File: src/rtl/tank_bullet_pkg.sv
// Shared tank/bullet types and screen geometry, plus spawn and hit-box helpers.
package tank_bullet_pkg;

   localparam int SCREEN_X_MAX    = 639;
   localparam int SCREEN_Y_MAX    = 479;
   localparam int TANK_W          = 32;
   localparam int TANK_H          = 32;
   localparam int BULLET_SIZE     = 4;
   localparam int BULLET_SPEED    = 4;
   localparam int BULLET_COOLDOWN = 30;

   typedef enum logic [2:0] {
      DIR_UP    = 3'd1,
      DIR_RIGHT = 3'd2,
      DIR_LEFT  = 3'd3,
      DIR_DOWN  = 3'd4
   } dir_t;

   typedef enum logic [1:0] {
      IDLE     = 2'd0,
      FLYING   = 2'd1,
      COOLDOWN = 2'd2
   } bullet_state_t;

   typedef struct packed {
      logic       on_screen;
      logic [9:0] x;
      logic [9:0] y;
   } spawn_t;

   // Spawn point at the tank's leading edge; 12-bit math so underflow lands far off screen.
   function automatic spawn_t spawn_pos(logic [9:0] tx, logic [9:0] ty, dir_t dir);
      logic [11:0] x;
      logic [11:0] y;
      spawn_t      s;
      x = {2'b00, tx};
      y = {2'b00, ty};
      case (dir)
         DIR_UP: begin
            x = {2'b00, tx} + 12'(TANK_W/2 - BULLET_SIZE/2);
            y = {2'b00, ty} - 12'(BULLET_SIZE);
         end
         DIR_RIGHT: begin
            x = {2'b00, tx} + 12'(TANK_W);
            y = {2'b00, ty} + 12'(TANK_H/2 - BULLET_SIZE/2);
         end
         DIR_LEFT: begin
            x = {2'b00, tx} - 12'(BULLET_SIZE);
            y = {2'b00, ty} + 12'(TANK_H/2 - BULLET_SIZE/2);
         end
         DIR_DOWN: begin
            x = {2'b00, tx} + 12'(TANK_W/2 - BULLET_SIZE/2);
            y = {2'b00, ty} + 12'(TANK_H);
         end
         default: ;
      endcase
      s.on_screen = (x <= 12'(SCREEN_X_MAX)) && (y <= 12'(SCREEN_Y_MAX));
      s.x         = x[9:0];
      s.y         = y[9:0];
      return s;
   endfunction

   // Bullet box against an opposing tank box.
   function automatic logic boxes_overlap(logic [9:0] bx, logic [9:0] by,
                                          logic [9:0] tx, logic [9:0] ty);
      return ({1'b0, bx} <= {1'b0, tx} + 11'(TANK_W - 1)) &&
             ({1'b0, bx} + 11'(BULLET_SIZE - 1) >= {1'b0, tx}) &&
             ({1'b0, by} <= {1'b0, ty} + 11'(TANK_H - 1)) &&
             ({1'b0, by} + 11'(BULLET_SIZE - 1) >= {1'b0, ty});
   endfunction

endpackage

File: src/rtl/tank_bullet_if.sv
// Fire handshake between a tank controller (master) and its bullet engine (slave).
interface tank_bullet_if;
   import tank_bullet_pkg::*;

   logic       fire_req;
   logic [9:0] tank_X;
   logic [9:0] tank_Y;
   logic [2:0] tank_dir;
   logic       fire_ack;
   logic       busy;

   modport master (output fire_req, tank_X, tank_Y, tank_dir, input fire_ack, busy);
   modport slave  (input fire_req, tank_X, tank_Y, tank_dir, output fire_ack, busy);

endinterface

File: src/rtl/frame_edge_detect.sv
// Registered rising-edge detect of the frame clock: one Clk wide, one Clk late.
module frame_edge_detect (
   input  logic Clk,
   input  logic Reset,
   input  logic frame_clk,
   output logic frame_edge
);

   logic frame_prev_q;
   logic frame_edge_q;

   // Remember last sample and flag a low-to-high transition.
   always_ff @(posedge Clk) begin
      if (Reset) begin
         frame_prev_q <= 1'b0;
         frame_edge_q <= 1'b0;
      end else begin
         frame_prev_q <= frame_clk;
         frame_edge_q <= frame_clk & ~frame_prev_q;
      end
   end

   assign frame_edge = frame_edge_q;

endmodule

File: src/rtl/tank_bullet.sv
// Bullet engine for one tank: spawn on fire, move per frame, retire at edge or on hit.
// Optional target hit detection is enabled by defining TANK_BULLET_HIT_EN.
//
//   state    | meaning
//   ---------+-----------------------------------------------------------
//   IDLE     | no bullet; waiting for a valid fire request
//   FLYING   | bullet live and drawn; moves Speed pixels per frame edge
//   COOLDOWN | bullet retired; counting frame edges before next shot
module tank_bullet
   import tank_bullet_pkg::*;
(
   input  logic        Clk,
   input  logic        Reset,
   input  logic        frame_clk,
   tank_bullet_if.slave fire,
   input  logic [9:0]  target_X,
   input  logic [9:0]  target_Y,
   input  logic [9:0]  DrawX,
   input  logic [9:0]  DrawY,
   output logic        hit,
   output logic [9:0]  bullet_X,
   output logic [9:0]  bullet_Y,
   output logic        is_bullet
);

   localparam int CNT_W = $clog2(BULLET_COOLDOWN + 1);

   bullet_state_t    state_q;
   dir_t             dir_q;
   logic [9:0]       bullet_X_q;
   logic [9:0]       bullet_Y_q;
   logic [CNT_W-1:0] cool_q;
   logic             fire_ack_q;
   logic             hit_q;

   logic             frame_edge;
   logic             dir_valid;
   spawn_t           spawn;
   logic             exit_edge;
   logic [9:0]       bullet_x_d;
   logic [9:0]       bullet_y_d;
   logic             strike;

   frame_edge_detect u_frame_edge (
      .Clk        (Clk),
      .Reset      (Reset),
      .frame_clk  (frame_clk),
      .frame_edge (frame_edge)
   );

   assign dir_valid = (fire.tank_dir >= 3'd1) && (fire.tank_dir <= 3'd4);
   assign spawn     = spawn_pos(fire.tank_X, fire.tank_Y, dir_t'(fire.tank_dir));

   // Next position one step ahead, or stay put and flag exit if that step leaves the screen.
   always_comb begin
      exit_edge  = 1'b0;
      bullet_x_d = bullet_X_q;
      bullet_y_d = bullet_Y_q;
      case (dir_q)
         DIR_UP: begin
            if (bullet_Y_q < 10'(BULLET_SPEED)) exit_edge = 1'b1;
            else                                bullet_y_d = bullet_Y_q - 10'(BULLET_SPEED);
         end
         DIR_LEFT: begin
            if (bullet_X_q < 10'(BULLET_SPEED)) exit_edge = 1'b1;
            else                                bullet_x_d = bullet_X_q - 10'(BULLET_SPEED);
         end
         DIR_DOWN: begin
            if ({1'b0, bullet_Y_q} + 11'(BULLET_SIZE + BULLET_SPEED) > 11'(SCREEN_Y_MAX))
               exit_edge = 1'b1;
            else
               bullet_y_d = bullet_Y_q + 10'(BULLET_SPEED);
         end
         DIR_RIGHT: begin
            if ({1'b0, bullet_X_q} + 11'(BULLET_SIZE + BULLET_SPEED) > 11'(SCREEN_X_MAX))
               exit_edge = 1'b1;
            else
               bullet_x_d = bullet_X_q + 10'(BULLET_SPEED);
         end
         default: exit_edge = 1'b1;
      endcase
   end

`ifdef TANK_BULLET_HIT_EN
   assign strike = boxes_overlap(bullet_x_d, bullet_y_d, target_X, target_Y);
`else
   logic unused_target;
   assign strike        = 1'b0;
   assign unused_target = ^{target_X, target_Y};
`endif

   // Bullet lifecycle FSM with registered ack/hit pulses and position.
   always_ff @(posedge Clk) begin
      if (Reset) begin
         state_q    <= IDLE;
         dir_q      <= DIR_UP;
         bullet_X_q <= '0;
         bullet_Y_q <= '0;
         cool_q     <= '0;
         fire_ack_q <= 1'b0;
         hit_q      <= 1'b0;
      end else begin
         fire_ack_q <= 1'b0;
         hit_q      <= 1'b0;
         case (state_q)
            IDLE: begin
               if (fire.fire_req && dir_valid) begin
                  fire_ack_q <= 1'b1;
                  dir_q      <= dir_t'(fire.tank_dir);
                  if (spawn.on_screen) begin
                     bullet_X_q <= spawn.x;
                     bullet_Y_q <= spawn.y;
                     state_q    <= FLYING;
                  end else begin
                     cool_q  <= CNT_W'(BULLET_COOLDOWN);
                     state_q <= COOLDOWN;
                  end
               end
            end
            FLYING: begin
               if (frame_edge) begin
                  if (strike) begin
                     hit_q      <= 1'b1;
                     bullet_X_q <= bullet_x_d;
                     bullet_Y_q <= bullet_y_d;
                     cool_q     <= CNT_W'(BULLET_COOLDOWN);
                     state_q    <= COOLDOWN;
                  end else if (exit_edge) begin
                     cool_q  <= CNT_W'(BULLET_COOLDOWN);
                     state_q <= COOLDOWN;
                  end else begin
                     bullet_X_q <= bullet_x_d;
                     bullet_Y_q <= bullet_y_d;
                  end
               end
            end
            COOLDOWN: begin
               if (frame_edge) begin
                  cool_q <= cool_q - CNT_W'(1);
                  if (cool_q == CNT_W'(1)) state_q <= IDLE;
               end
            end
            default: state_q <= IDLE;
         endcase
      end
   end

   assign fire.fire_ack = fire_ack_q;
   assign fire.busy     = (state_q != IDLE);
   assign hit           = hit_q;
   assign bullet_X      = bullet_X_q;
   assign bullet_Y      = bullet_Y_q;

   assign is_bullet = (state_q == FLYING) &&
                      ({1'b0, DrawX} >= {1'b0, bullet_X_q}) &&
                      ({1'b0, DrawX} <= {1'b0, bullet_X_q} + 11'(BULLET_SIZE - 1)) &&
                      ({1'b0, DrawY} >= {1'b0, bullet_Y_q}) &&
                      ({1'b0, DrawY} <= {1'b0, bullet_Y_q} + 11'(BULLET_SIZE - 1));

endmodule

File: src/flat_wrapper.sv
// flat-port wrapper written by rule: the top's interface ports become plain ports
module tank_bullet_flat import tank_bullet_pkg::*;
  (Clk, Reset, frame_clk, target_X, target_Y, DrawX, DrawY, hit, bullet_X, bullet_Y, is_bullet, fire_fire_req, fire_tank_X, fire_tank_Y, fire_tank_dir, fire_fire_ack, fire_busy);
  tank_bullet_if fire_i ();
  input  logic Clk;
  input  logic Reset;
  input  logic frame_clk;
  input  logic [9:0] target_X;
  input  logic [9:0] target_Y;
  input  logic [9:0] DrawX;
  input  logic [9:0] DrawY;
  output logic hit;
  output logic [9:0] bullet_X;
  output logic [9:0] bullet_Y;
  output logic is_bullet;
  input wire logic [$bits(fire_i.fire_req)-1:0] fire_fire_req;
  input wire logic [$bits(fire_i.tank_X)-1:0] fire_tank_X;
  input wire logic [$bits(fire_i.tank_Y)-1:0] fire_tank_Y;
  input wire logic [$bits(fire_i.tank_dir)-1:0] fire_tank_dir;
  output wire logic [$bits(fire_i.fire_ack)-1:0] fire_fire_ack;
  output wire logic [$bits(fire_i.busy)-1:0] fire_busy;
  assign fire_i.fire_req = fire_fire_req;
  assign fire_i.tank_X = fire_tank_X;
  assign fire_i.tank_Y = fire_tank_Y;
  assign fire_i.tank_dir = fire_tank_dir;
  assign fire_fire_ack = fire_i.fire_ack;
  assign fire_busy = fire_i.busy;
  tank_bullet u_core (.Clk(Clk), .Reset(Reset), .frame_clk(frame_clk), .fire(fire_i), .target_X(target_X), .target_Y(target_Y), .DrawX(DrawX), .DrawY(DrawY), .hit(hit), .bullet_X(bullet_X), .bullet_Y(bullet_Y), .is_bullet(is_bullet));
endmodule
File: config.mk
export PLATFORM = sky130hd
export DESIGN_NAME = tank_bullet_flat
export DESIGN_NICKNAME = d
export VERILOG_FILES = /design/src/rtl/tank_bullet_pkg.sv /design/src/rtl/tank_bullet_if.sv /design/src/rtl/frame_edge_detect.sv /design/src/rtl/tank_bullet.sv /design/src/flat_wrapper.sv
export SDC_FILE = /design/constraint.sdc
export NUM_CORES = 1
export LEC_CHECK = 0
export ABC_AREA = 1
export CAP_MARGIN = 0
export CORE_MARGIN = 2
export CORE_UTILIZATION = 55
export CTS_CLUSTER_DIAMETER = 60
export CTS_CLUSTER_SIZE = 16
export DETAILED_ROUTE_END_ITERATION = 8
export GPL_TIMING_DRIVEN = 0
export PLACE_DENSITY = 0.8
export SETUP_SLACK_MARGIN = 0.1
export SYNTH_ARGS = -nofsm -noshare
export SYNTH_HDL_FRONTEND = slang
export SYNTH_SLANG_ARGS = --single-unit
File: constraint.sdc
create_clock -name Clk -period 3.4 [get_ports Clk]
set_input_delay 0.68 -clock Clk [delete_from_list [all_inputs] [get_ports Clk]]
set_output_delay 0.68 -clock Clk [all_outputs]
set_load 0.01 [all_outputs]
# Yosys cells after proc, flatten, opt, wreduce, memory -nomap -nowiden
# Cells that the tools add are included.
# totals
register_bits,33
input_bits,67
# classes
n_addsub,15
bitwise_logic,3
n_lt_le_gt_ge,12
n_reduce_logical,19
n_eq_ne,25
mux,37
# ops
cell,n
$mux W10,12
$pmux W10 S2,4
$pmux W12 S3,2
$add A10 B4 Y11 const B,4
$mux W5,5
$add A10 B2 Y11 const B,2
$add A10 B6 Y11 const B,2
$le A10 B11 Y1,2
$sub A10 B3 Y11 const B,2
$add A10 B3 Y10 const B,2
$ge A10 B10 Y1,2
$lt A10 B3 Y1 const B,2
$sub A10 B3 Y10 const B,2
$ne A3 B3 Y1 const B,6
$reduce_and A8 Y1,2
$pmux W5 S3,1
$eq A3 B2 Y1 const B,4
$le A12 B10 Y1 const B,1
$le A12 B9 Y1 const B,1
$mux W2,6
$gt A11 B10 Y1 const B,1
$gt A11 B9 Y1 const B,1
$ne A2 B1 Y1 const B,4
$ne A2 B2 Y1 const B,4
other kinds (21),37

# Longest topological paths before layout
# logic_depth
ltp_word,8
ltp_mapped,19
depth_no_buf,18

# Cells and area by module
# A second synthesis with hierarchy kept.
# unflattened
cells_unflattened,818
area_unflattened_um2,4939.7
# by_module_without_submodules
mod,area_each_um2,cells_each,seq_area_each_um2,n_inst
tank_bullet,4879.7,812,620.6,1
frame_edge_detect,60.1,6,40.0,1

# Worst setup path after synthesis
# Ideal clock, no wire load.
# synth_path
path_kind,register to output
start,"register u_core.bullet_X_q[2], in the netlist u_core.bullet_X[2]"
end,output port is_bullet
stages_incl_launch_ff,14
slack_ps,279
n_path_buf,0
t_arrival_ps,2441
required_ps,2720
path_cell_list,dfxtp_1 > inv_1 > a21oi_1 > mux2_2 > ha_1 > nand2_1 > nor2_1 > a211oi_1 > nor2_1 > nor2_1 > o31ai_1 > nand2_1 > nand4_1 > a21oi_1
# synth_between
elab_chain_len,5
elab_cells_between_ends,7
classes_between,1 x add/sub; 2 x order compare; 4 x reduce/logical
# synth_lines
element,line_no,rtl
from (decl),tank_bullet.sv:30,logic [9:0] bullet_X_q;
from (signal assigned),tank_bullet.sv:111,bullet_X_q <= spawn.x;
from (signal assigned),tank_bullet.sv:124,bullet_X_q <= bullet_x_d;
from (signal assigned),tank_bullet.sv:132,bullet_X_q <= bullet_x_d;
$add A10 B2 Y11 or $ge A10 B10 Y1 (tied branches),"tank_bullet.sv:156, tank_bullet.sv:155",
$le A10 B11 Y1 or $logic_and A1 B1 Y1 (tied branches),"tank_bullet.sv:156, tank_bullet.sv:154",
$logic_and A1 B1 Y1 *,tank_bullet.sv:155,"({1'b0, DrawX} >= {1'b0, bullet_X_q}) &&"
$logic_and A1 B1 Y1 *,tank_bullet.sv:156,"({1'b0, DrawX} <= {1'b0, bullet_X_q} + 11'(BULLET_SIZE - 1)) &&"
$logic_and A1 B1 Y1 *,tank_bullet.sv:157,"({1'b0, DrawY} >= {1'b0, bullet_Y_q}) &&"
to (decl),flat_wrapper.sv:15,output logic is_bullet;
# Every way passes the cells marked *; elsewhere a longest branch is shown, timed or not.

# Final worst setup path
# layout_path
start,"register u_core.bullet_X_q[1], in the netlist u_core.bullet_X[1]"
end,output port is_bullet
# The elaborated chain is that of the path after synthesis.

==> results.md <==
* Fin util at 0.7103
* First-pass GRT wire length at between 20000 and 30000 um
* Via count at between 6000 and 7000
* Syn_nets at 967
* Num ports at just over 90
* Total GRT Usage at 0.3085
* Leak at 2.880 nW
* Failing checks: negative setup slack
* WP data arrival at approximately 2800 ps
* Clk_lat worst skew at slightly below 300 ps
* Status: finished, violations left
* TritonRoute pass-1 iters at 5
* Critical path class: reg2out
* Residual DRC at 0
* Reg-to-reg endpoint: u_core.bullet_Y[5]$_SDFFE_PP0P_
* Clock Pin Slew Worst Setup and Hold Paths at roughly 70 ps
* Crit path launch type: flip-flop
* Vias in the first global route at between 5000 and 6000
* DR WL/cell at between 15 and 20 um
* Synth Warn # at 0
* Worst setup path startpoint: u_core.bullet_X[1]$_SDFFE_PP0P_
* Reg2Reg Depth at 16
* Worst Path Max Fanout at 3
* Avg Inst Size Synth at between 5 and 6 um^2
* TritonCTS buffer count at 5
* Final setup viols at 1
* DP Area at between 5000 and 6000 um^2
* RSZ-0062 raised after global routing: true
* EDFF count, synth at 0
* Fillers at approximately 740
* H-tree depth at 2
* Footprint of the multi-input gates at 3996 um^2
* Detailed placement HPWL at 11830 um
* Pins over their slew limit at 0
* Initial antenna violation count at 0
* Reg-to-reg startpoint: u_core.bullet_Y[4]$_SDFFE_PP0P_
* HP Start: u_core.u_frame_edge.frame_prev_q$_SDFF_PP0_
* Starting density of the core at 0.5663
* Least-Margin Pin Slew at roughly 750 ps
* Core area at ~8700 um^2
* Dominant synthesized flop cell: dfxtp_1
* F_max at around 290 MHz
* Final ANT Viol Nets at 0
* # diodes at 0
* Yosys reg bits at 33
* Synth unique cells at 43
* Die area at between 9000 and 10000 um^2
* Largest net degree at the start of global routing at 11
* Placer Congestion at 0.9843
* Synth async-reset ratio at 0
* Synth Cell Area at a little under 5000 um^2
* Total gr overflow at 0
* TritonCTS sink count at 33
* Row cnt at 34
* Final #Nets at ~1100
* Period utilisation layout at 1.012
* P&R area growth vs syn at 25.44%
* Seq/Total Area, Yosys at 0.1338
* Die Span Y at approximately 100 um
* Post-Route WL at approximately 16000 um
* Most frequent cells in the layout: 207 x nand2_1, 96 x nor2_1, 79 x inv_1
* Number of port buffers at 68
* Final Hold Viols at 0
* R2R setup slack at ~910 ps
* Worst path required time at ~2700 ps
* Period minus WS final at between 3000 and 4000 ps
* Starting DRT DRC Count at about 310
* Final worst slack at -39.11 ps
* Hold/Removal Path Class: reg2reg
* Hold path depth at 1
* Endpoint, Worst Hold: u_core.u_frame_edge.frame_edge$_SDFF_PP0_
* Max cap viols at 0
* Die Width at 98.76 um
* Share of layout cells above drive strength 1 at 0.1194
* Peak VDD IR at roughly 0.22 mV
* PD cells at 650.3 nW/um^2
* CTS max path bufs at 2
* CTS tree: done
* Post-Syn Instances at about 830
* Sequential Area at 689.4 um^2
* Final Skew at about 6.8 ps
* Vias/cell at ~5.8
* CP Capture Type: output port
* Commonest non-fill, non-tap cell in the layout: nand2_1
* Slew HR at 0.4973
* Fin area at 6195 um^2
* Clock root cell: clkbuf_8
## stage by stage
step	std cells	power [mW]	TNS, ps	hold slack (ps)	setup WS [ps]
2_1_floorplan	831	2.607	0	372.8	278.8
5_1_grt	1029	4.407	-186.2	414.9	-186.2
3_3_place_gp	1007	3.337	-1236	379.0	-565.9
3_5_place_dp	1007	3.438	-1365	392.2	-653.0
4_1_cts	1020	3.821	0	402.7	45.90
6_report	1029	4.028	-39.11	396.1	-39.11
## power by group
group,internal (mW),total [mW],switching [mW]
clock network,0.135,0.288,0.153
logic,1.20,3.00,1.79
registers,0.542,0.743,0.201
## routing by layer
| metal | share of wire | wire length (um) | track usage | vias up |
|---|---|---|---|---|
| li1 | - | - | - | 2982 |
| met1 | 0.43 | 6696 | 0.3808 | 2743 |
| met2 | 0.48 | 7546 | 0.5530 | 240 |
| met3 | 0.057 | 901 | 0.03475 | 52 |
| met4 | 0.035 | 547 | 0.1075 | 0 |
| met5 | 0 | 0 | 0 | - |
## cell usage after synthesis, types with 2 or more instances
cell type / instances / area, um^2
o2111ai_1: 2 / 17.52
a21oi_1: 56 / 280.3
o221ai_1: 3 / 26.28
o21ai_1: 3 / 15.01
nand3_2: 5 / 50.05
a211oi_1: 5 / 37.54
o21ai_0: 46 / 230.2
a31oi_1: 4 / 25.02
dfxtp_1: 33 / 660.6
inv_1: 87 / 326.6
nor3_1: 13 / 65.06
o21a_1: 2 / 15.01
o211ai_1: 5 / 37.54
clkinv_1: 4 / 15.01
nor2_1: 99 / 371.6
xor2_1: 19 / 166.4
o22ai_1: 4 / 25.02
or2_2: 6 / 37.54
buf_6: 2 / 22.52
nand2_1: 209 / 784.5
ha_1: 69 / 863.3
nor2_2: 2 / 12.51
xnor2_1: 2 / 17.52
clkbuf_2: 2 / 10.01
buf_2: 5 / 25.02
nand2_2: 4 / 25.02
nand3_1: 75 / 375.4
clkbuf_1: 9 / 33.78
nand4_1: 33 / 206.5
nand3b_1: 4 / 30.03
inv_2: 6 / 22.52
o31ai_1: 2 / 15.01
## how the worst max path moves through the flow
stage                           end
after floorplan           is_bullet
after global placement    is_bullet
after detailed placement  is_bullet
after CTS                 is_bullet
after global routing      is_bullet
final                     is_bullet
## worst max-delay path, stage by stage, from the launching register on
cell and delay [ps]:
dfxtp_4 370, inv_6 50, ha_4 170, inv_4 70, nand2_4 60, xor2_2 150, ha_1 320, a21oi_1 190
nor2_2 70, a211oi_2 200, nor2_1 60, nor2_1 110, o31ai_1 90, nand2_1 80, nand4_1 160, a21oi_2 180
buf_2 150
## flip-flops by register name, indices dropped and copies added (netlist names)
| signal | count |
|---|---|
| u_core.bullet_X | 10 |
| u_core.bullet_Y | 10 |
| u_core.cool_q | 5 |
| u_core.dir_q | 3 |
| u_core.state_q | 2 |
| u_core.fire.fire_ack | 1 |
| u_core.u_frame_edge.frame_edge | 1 |
| u_core.u_frame_edge.frame_prev_q | 1 |
## final cells by class
cell class,instances,area share
tap,108,0.02181
buffer,19,0.01757
multi-input combinational,682,0.6451
timing repair buffer,84,0.1305
sequential,33,0.1113
clock inverter,1,0.0008079
clock buffer,5,0.01111
inverter,97,0.06181
## cell families (layout without fill, tap and decap cells)
family                     count (synthesis)  after routing  synth area share
buffers and inverters                    116            206           0.09374
AOI/OAI and AO/OA                        138            138            0.1571
other                                      1              1         0.0007593
muxes                                      1              1          0.002280
adders and majority gates                 69             69            0.1748
DFF                                       33             33            0.1338
xor gates and xnor gates                  21             21           0.03724
and+or+nand+nor                          452            452            0.4003
## what timing repair did
| item | in CTS | in global routing |
|---|---|---|
| gates resized for setup | 49 | 33 |
| endpoints found under the setup margin | 2 | 5 |
| hold buffers | 0 | 0 |
| buffers inserted | 7 | 9 |
| pin swaps | 4 | 11 |
(Power assumes the default switching activity.)
